<file path="src/rtl/mem_arbiter_if.sv">
`default_nettype none
// ============================================================================
// Module      : mem_arbiter_if
// Description : Bundles the fetch port, the memory-stage port, the unified
//               memory port and the status outputs of mem_arbiter. The
//               slave modport is the arbiter's view. The master modport is
//               the view of the surrounding pipeline and memory.
// Revision    : 1.0 - initial release
// ============================================================================
interface mem_arbiter_if;
    // Fetch port
    logic        IReq;
    logic [31:0] IAddr;
    logic        IKill;
    logic [31:0] IRData;
    logic        IReady;
    // Memory-stage port
    logic        DReq;
    logic        DWe;
    logic [31:0] DAddr;
    logic [31:0] DWData;
    logic [31:0] DRData;
    logic        DReady;
    // Unified single-port memory
    logic        MemReq;
    logic        MemWe;
    logic [31:0] MemAddr;
    logic [31:0] MemWData;
    logic [31:0] MemRData;
    logic        MemAck;
    // Pipeline stalls and status
    logic        StallF;
    logic        StallM;
    logic        Err;

    modport slave (
        input  IReq, IAddr, IKill, DReq, DWe, DAddr, DWData, MemRData, MemAck,
        output IRData, IReady, DRData, DReady, MemReq, MemWe, MemAddr, MemWData,
               StallF, StallM, Err
    );

    modport master (
        output IReq, IAddr, IKill, DReq, DWe, DAddr, DWData, MemRData, MemAck,
        input  IRData, IReady, DRData, DReady, MemReq, MemWe, MemAddr, MemWData,
               StallF, StallM, Err
    );
endinterface
`default_nettype wire

</file>
<file path="src/rtl/mem_arbiter.sv">
`default_nettype none
// ============================================================================
// Module      : mem_arbiter
// Description : Arbitrates a fetch port and a memory-stage port onto one
//               single-port memory. Data requests have priority, but a
//               waiting fetch is granted after STARVE_MAX back-to-back data
//               grants. A transaction with no MemAck after TIMEOUT cycles is
//               aborted, and the sticky Err flag is set.
// Revision    : 1.0 - initial release
// ============================================================================
module mem_arbiter #(
    parameter int STARVE_MAX = 4,
    parameter int TIMEOUT    = 255
) (
    input  wire logic          clk,
    input  wire logic          reset,
    mem_arbiter_if.slave       bus
);

    localparam int c_SW = (STARVE_MAX < 1) ? 1 : $clog2(STARVE_MAX + 1);
    localparam int c_CW = (TIMEOUT < 2) ? 1 : $clog2(TIMEOUT + 1);
    localparam logic [c_SW-1:0] c_STREAK_MAX = c_SW'(STARVE_MAX);
    localparam logic [c_CW-1:0] c_CNT_LAST   = c_CW'(TIMEOUT - 1);

    typedef enum logic [1:0] {
        S_IDLE  = 2'd0,
        S_IBUSY = 2'd1,
        S_DBUSY = 2'd2,
        S_ABORT = 2'd3
    } state_t;

    state_t          r_state;
    logic [31:0]     r_addr;
    logic [31:0]     r_wdata;
    logic            r_we;
    logic            r_kill;
    logic            r_err;
    logic [c_SW-1:0] r_streak;
    logic [c_CW-1:0] r_cnt;

    logic w_busy;
    logic w_grant_d;
    logic w_grant_i;
    logic w_timeout;
    logic w_iready;
    logic w_dready;

    // The grant decision is made only in IDLE, so there is always one idle
    // turnaround cycle between two transactions.
    assign w_busy    = (r_state == S_IBUSY) || (r_state == S_DBUSY);
    assign w_grant_d = (r_state == S_IDLE) && bus.DReq &&
                       !(bus.IReq && (r_streak == c_STREAK_MAX));
    assign w_grant_i = (r_state == S_IDLE) && !w_grant_d && bus.IReq;
    assign w_timeout = w_busy && !bus.MemAck && (r_cnt == c_CNT_LAST);

    // A redirect in the acknowledging cycle itself also suppresses the
    // fetch result, not only a redirect remembered in the kill flag.
    assign w_iready  = (r_state == S_IBUSY) && bus.MemAck && !r_kill && !bus.IKill;
    assign w_dready  = (r_state == S_DBUSY) && bus.MemAck;

    assign bus.MemReq   = w_busy;
    assign bus.MemWe    = (r_state == S_DBUSY) && r_we;
    assign bus.MemAddr  = r_addr;
    assign bus.MemWData = r_wdata;
    assign bus.IReady   = w_iready;
    assign bus.DReady   = w_dready;
    assign bus.IRData   = bus.MemRData;
    assign bus.DRData   = bus.MemRData;
    assign bus.StallF   = bus.IReq && !w_iready;
    assign bus.StallM   = bus.DReq && !w_dready;
    assign bus.Err      = r_err;

    // Arbitration FSM, request latches, starvation streak, timeout counter
    // and status flags.
    always_ff @(posedge clk or posedge reset) begin
        if (reset) begin
            r_state  <= S_IDLE;
            r_addr   <= '0;
            r_wdata  <= '0;
            r_we     <= 1'b0;
            r_kill   <= 1'b0;
            r_err    <= 1'b0;
            r_streak <= '0;
            r_cnt    <= '0;
        end else begin
            case (r_state)
                S_IDLE: begin
                    r_cnt <= '0;
                    if (w_grant_d) begin
                        r_state <= S_DBUSY;
                        r_addr  <= bus.DAddr;
                        r_wdata <= bus.DWData;
                        r_we    <= bus.DWe;
                    end else if (w_grant_i) begin
                        r_state <= S_IBUSY;
                        r_addr  <= bus.IAddr;
                        r_wdata <= '0;
                        r_we    <= 1'b0;
                        r_kill  <= bus.IKill;
                    end
                end
                S_IBUSY, S_DBUSY: begin
                    r_cnt <= r_cnt + c_CW'(1);
                    if (bus.MemAck) begin
                        r_state <= S_IDLE;
                        r_kill  <= 1'b0;
                    end else if (w_timeout) begin
                        r_state <= S_ABORT;
                        r_err   <= 1'b1;
                        r_kill  <= 1'b0;
                    end else if ((r_state == S_IBUSY) && bus.IKill) begin
                        r_kill  <= 1'b1;
                    end
                end
                S_ABORT: begin
                    r_state <= S_IDLE;
                end
                default: begin
                    r_state <= S_IDLE;
                end
            endcase

            // The streak counts data grants won while a fetch waits. Any fetch
            // grant, or no pending fetch, clears the streak.
            if (!bus.IReq || w_grant_i) begin
                r_streak <= '0;
            end else if (w_grant_d && (r_streak != c_STREAK_MAX)) begin
                r_streak <= r_streak + c_SW'(1);
            end
        end
    end

endmodule
`default_nettype wire

</file>
<file path="src/flat_wrapper.sv">
// flat-port wrapper written by rule: the top's interface ports become plain ports
module mem_arbiter_flat 
#(
    parameter int STARVE_MAX = 4,
    parameter int TIMEOUT    = 255
)
  (clk, reset, bus_IReq, bus_IAddr, bus_IKill, bus_DReq, bus_DWe, bus_DAddr, bus_DWData, bus_MemRData, bus_MemAck, bus_IRData, bus_IReady, bus_DRData, bus_DReady, bus_MemReq, bus_MemWe, bus_MemAddr, bus_MemWData, bus_StallF, bus_StallM, bus_Err);
  mem_arbiter_if bus_i ();
  input  wire logic clk;
  input  wire logic reset;
  input wire logic [$bits(bus_i.IReq)-1:0] bus_IReq;
  input wire logic [$bits(bus_i.IAddr)-1:0] bus_IAddr;
  input wire logic [$bits(bus_i.IKill)-1:0] bus_IKill;
  input wire logic [$bits(bus_i.DReq)-1:0] bus_DReq;
  input wire logic [$bits(bus_i.DWe)-1:0] bus_DWe;
  input wire logic [$bits(bus_i.DAddr)-1:0] bus_DAddr;
  input wire logic [$bits(bus_i.DWData)-1:0] bus_DWData;
  input wire logic [$bits(bus_i.MemRData)-1:0] bus_MemRData;
  input wire logic [$bits(bus_i.MemAck)-1:0] bus_MemAck;
  output wire logic [$bits(bus_i.IRData)-1:0] bus_IRData;
  output wire logic [$bits(bus_i.IReady)-1:0] bus_IReady;
  output wire logic [$bits(bus_i.DRData)-1:0] bus_DRData;
  output wire logic [$bits(bus_i.DReady)-1:0] bus_DReady;
  output wire logic [$bits(bus_i.MemReq)-1:0] bus_MemReq;
  output wire logic [$bits(bus_i.MemWe)-1:0] bus_MemWe;
  output wire logic [$bits(bus_i.MemAddr)-1:0] bus_MemAddr;
  output wire logic [$bits(bus_i.MemWData)-1:0] bus_MemWData;
  output wire logic [$bits(bus_i.StallF)-1:0] bus_StallF;
  output wire logic [$bits(bus_i.StallM)-1:0] bus_StallM;
  output wire logic [$bits(bus_i.Err)-1:0] bus_Err;
  assign bus_i.IReq = bus_IReq;
  assign bus_i.IAddr = bus_IAddr;
  assign bus_i.IKill = bus_IKill;
  assign bus_i.DReq = bus_DReq;
  assign bus_i.DWe = bus_DWe;
  assign bus_i.DAddr = bus_DAddr;
  assign bus_i.DWData = bus_DWData;
  assign bus_i.MemRData = bus_MemRData;
  assign bus_i.MemAck = bus_MemAck;
  assign bus_IRData = bus_i.IRData;
  assign bus_IReady = bus_i.IReady;
  assign bus_DRData = bus_i.DRData;
  assign bus_DReady = bus_i.DReady;
  assign bus_MemReq = bus_i.MemReq;
  assign bus_MemWe = bus_i.MemWe;
  assign bus_MemAddr = bus_i.MemAddr;
  assign bus_MemWData = bus_i.MemWData;
  assign bus_StallF = bus_i.StallF;
  assign bus_StallM = bus_i.StallM;
  assign bus_Err = bus_i.Err;
  mem_arbiter #(.STARVE_MAX(STARVE_MAX), .TIMEOUT(TIMEOUT)) u_core (.clk(clk), .reset(reset), .bus(bus_i));
endmodule
</file>
<file path="config.mk">
export PLATFORM = sky130hd
export DESIGN_NAME = mem_arbiter_flat
export DESIGN_NICKNAME = d
export VERILOG_FILES = /design/src/rtl/mem_arbiter_if.sv /design/src/rtl/mem_arbiter.sv /design/src/flat_wrapper.sv
export SDC_FILE = /design/constraint.sdc
export NUM_CORES = 1
export LEC_CHECK = 0
export ABC_AREA = 1
export CORE_ASPECT_RATIO = 1.1
export CORE_UTILIZATION = 40
export DETAILED_ROUTE_END_ITERATION = 6
export PLACE_DENSITY = 0.9
export SLEW_MARGIN = 20
export SYNTH_ARGS = -nofsm -noshare
export SYNTH_HDL_FRONTEND = slang
export SYNTH_SLANG_ARGS = --single-unit
export TNS_END_PERCENT = 30
</file>
<file path="constraint.sdc">
create_clock -name clk -period 6.8 [get_ports clk]
set_clock_uncertainty 0.2 [all_clocks]
set_input_delay 0.68 -clock clk [delete_from_list [all_inputs] [get_ports clk]]
set_output_delay 0.68 -clock clk [all_outputs]
set_load 0.01 [all_outputs]
</file>
==> results by group <==
Status
  • Status: finished clean

Floorplanning
  • Initial core utilization: 0.410
  • Die Span Y: 110 µm
  • Top Ports: 270
  • DIE AREA: 11,100 µm²
  • Die Wd: 100 µm
  • Core area: 10,400 µm²
  • FP Rows: 39

Synth
  • Ys Warns: 0
  • Synth area leaders: dfrtp_1 47%, buf_4 12%, nand2_1 12%
  • Top cell type's share of synthesized area: 0.469
  • Mapped Nets: 658
  • Adder-Cell Fraction of Synth Area: 0.0264
  • Netlist cell types: 25
  • Largest family of logic cells by synthesized area: buffers and inverters
  • Synth Area in Compound Gates: 0.117
  • Simple-gate area share of the yosys netlist: 0.192
  • Syn Std Cell Area: 4270 µm²
  • Post-synthesis sequential area ratio: 0.469
  • Post-synthesis mux area share: 0
  • Synth area leader: dfrtp_1
  • Synth Area in XOR/XNOR: 0
  • Synth Area per Inst: 8.30 µm²
  • Flops & latches, synth: 80
  • Cells after Synth: 514

Setup path
  • Critical path peak fanout: 66
  • Setup crit start kind: input port
  • Worst r2r src: u_core.r_state[0]
  • Worst flop-to-flop path endpoint: u_core.r_kill
  • R2R Setup Slk: 3.79 ns
  • R2R cell count: 10
  • Crit path kind: input port to flip-flop
  • CP Capture Type: flip-flop
  • Data required, critical path: 6.82 ns
  • Data arrival, critical path: 3.13 ns

Clock tree
  • Root Buffer: clkbuf_16
  • CTS Buf Count: 9
  • Clk buf depth: 2
  • Total clock sinks: 80
  • Post-CTS setup buffer count: 0
  • Post-CTS sizing: 0
  • CTS tree: built
  • Clock slew at the register clock pins of the worst setup and hold paths: 0.05 ns
  • Post-CTS Hold Fix Bufs: 0
  • H-tree depth: 3
  • Worst skew pair latency: 0.33 ns

Route
  • Detailed Route WL: 10.4 mm
  • Drt drc: 0
  • Vias per inst: 4.70
  • DR iter-0 viols: 118
  • Antenna viol nets, final: 0
  • 1st-pass router iterations: 4
  • Via count: 3,593
  • Avg WL per Cell: 13.6 µm

Timing
  • RSZ-0062 raised after global routing: no
  • Worst slew margin: 0.385
  • Setup TNS: 0 ns
  • Slew @ Worst Pin: 0.922 ns
  • Max-slew violations: 0
  • Final period util: 0.458
  • Max frequency: 0.321 GHz
  • Min Tclk post-route: 3.11 ns
  • Post-route setup slack: 3.69 ns
  • Final Hold Vio Count: 0
  • Final setup viols: 0

Finish
  • Antenna diode count: 0
  • Final Net Count: 761
  • Multi-input gate area: 1430 µm²
  • Register area: 2000 µm²
  • Fillers: 903
  • Share of layout cells above drive strength 1: 0.0612
  • Area delta synth->final: 38.2%
  • Final Non-Filler Cells: 764

Global route
  • Pin count of the biggest net entering global routing: 81
  • Antenna violations before repair: 0
  • Total Routing Usage GR: 0.190
  • Grt total ovfl: 0
  • Vias in the first global route: 3,583
  • First-pass GRT wire length: 16.2 mm

Place
  • Dpl cells: 748
  • Setup Slack @ Placement: 3.52 ns
  • Port Buffers: 173
  • DP HPWL: 7.72 mm
  • Routability cong.: 0.758

Min path
  • Hold crit path type: flip-flop to flip-flop
  • Hold-critical path endpoint: u_core.bus.Err
  • Hold_sp: u_core.bus.Err
  • Worst hold path depth: 1

Job
  • Max cap viols: 0

Power
  • Power Density: 404 nW/µm²
  • Leak Pwr: 2.60 nW
  • Peak VDD IR: 0.173 mV
-- worst max-delay path: stages --
cell             delay [ns]
clkdlybuf4s50_1        0.51
nand3_1                0.14
nand2_4                0.34
clkinv_2               0.80
nor2_1                 0.38
nand2_1                0.09
nand2_1                0.06
nand2_1                0.05
-- how the worst max path moves through the flow --
| stage | startpoint | to | slack, ns | cells past startpoint |
|---|---|---|---|---|
| 2_1_floorplan | reset | u_core.bus.Err | 3.87 | 1 |
| 6_report | bus_IReq | u_core.r_kill | 3.69 | 8 |
| 3_3_place_gp | bus_IReq | u_core.bus.MemAddr[5] | 3.60 | 6 |
| 4_1_cts | bus_MemAck | bus_IReady | 3.86 | 4 |
| 3_5_place_dp | bus_IReq | u_core.bus.MemAddr[12] | 3.52 | 6 |
| 5_1_grt | bus_IReq | u_core.r_kill | 3.38 | 8 |
-- kinds of logic (layout without fill, tap and decap cells) --
kind of cell / after synthesis / in the layout
DFF: 80 / 80
buffers and inverters: 141 / 248
and+or+nand+nor: 205 / 205
adders and majority gates: 9 / 9
AOI/OAI and AO/OA: 79 / 79
-- cells in the mapped netlist, drive strengths merged --
cell,number
nand3,8
nand2,141
o21ai,38
nor2,49
buf,81
a21o,1
a21boi,1
a21oi,6
ha,9
dfrtp,80
and3,1
inv,57
nor3,5
nand4,1
a31oi,32
clkbuf,3
a31o,1
-- routing by layer --
layer  vias up  global-route usage  share of wire
met1      1665               0.207           0.39
met5         -                   0              0
met2       145               0.326           0.50
met4         0               0.102          0.028
li1       1753                   -              -
met3        30              0.0687          0.083
-- final cells by class --
type,instances,share of cell area
Clock buffer,12,0.0418
Clock inverter,3,0.00722
Multi-Input combinational cell,293,0.243
Timing Repair Buffer,176,0.302
Tap cell,143,0.0304
Sequential cell,80,0.340
Inverter,57,0.0367
-- layout by cell type (no fill, tap or decap), drive strengths merged --
cell type	Yosys	layout
a21o	1	1
a21oi	6	6
nand3	8	8
and3	1	1
dfrtp	80	80
nand2	141	141
ha	9	9
buf	81	3
clkinv	0	3
a31oi	32	32
nor3	5	5
clkdlybuf4s50	0	173
nand4	1	1
clkbuf	3	12
bufinv	0	1
clkinvlp	0	1
a21boi	1	1
inv	57	55
a31o	1	1
o21ai	38	38
nor2	49	49
-- flip-flops by register name, indices dropped and copies added, names as in the netlist --
name,count
u_core.bus.Err,1
u_core.bus.MemAddr,32
u_core.bus.MemWData,32
u_core.r_cnt,8
u_core.r_kill,1
u_core.r_state,2
u_core.r_streak,3
u_core.r_we,1
-- per-stage QoR --
step	utilization	power, mW	area [µm²]	hold slack [ns]
finish	0.567	2.38	5890	0.296
global route	0.567	2.56	5890	0.321
CTS	0.564	2.39	5860	0.305
detailed placement	0.536	1.91	5570	0.280
global placement	0.536	1.85	5570	0.265
floorplan	-	1.41	4270	0.250
-- report_power, final --
group / internal, mW / total [mW] / switching [mW]
clock: 0.292 / 0.468 / 0.176
combinational: 0.555 / 1.12 / 0.560
sequential: 0.677 / 0.797 / 0.120
(Power assumes the default switching activity.)
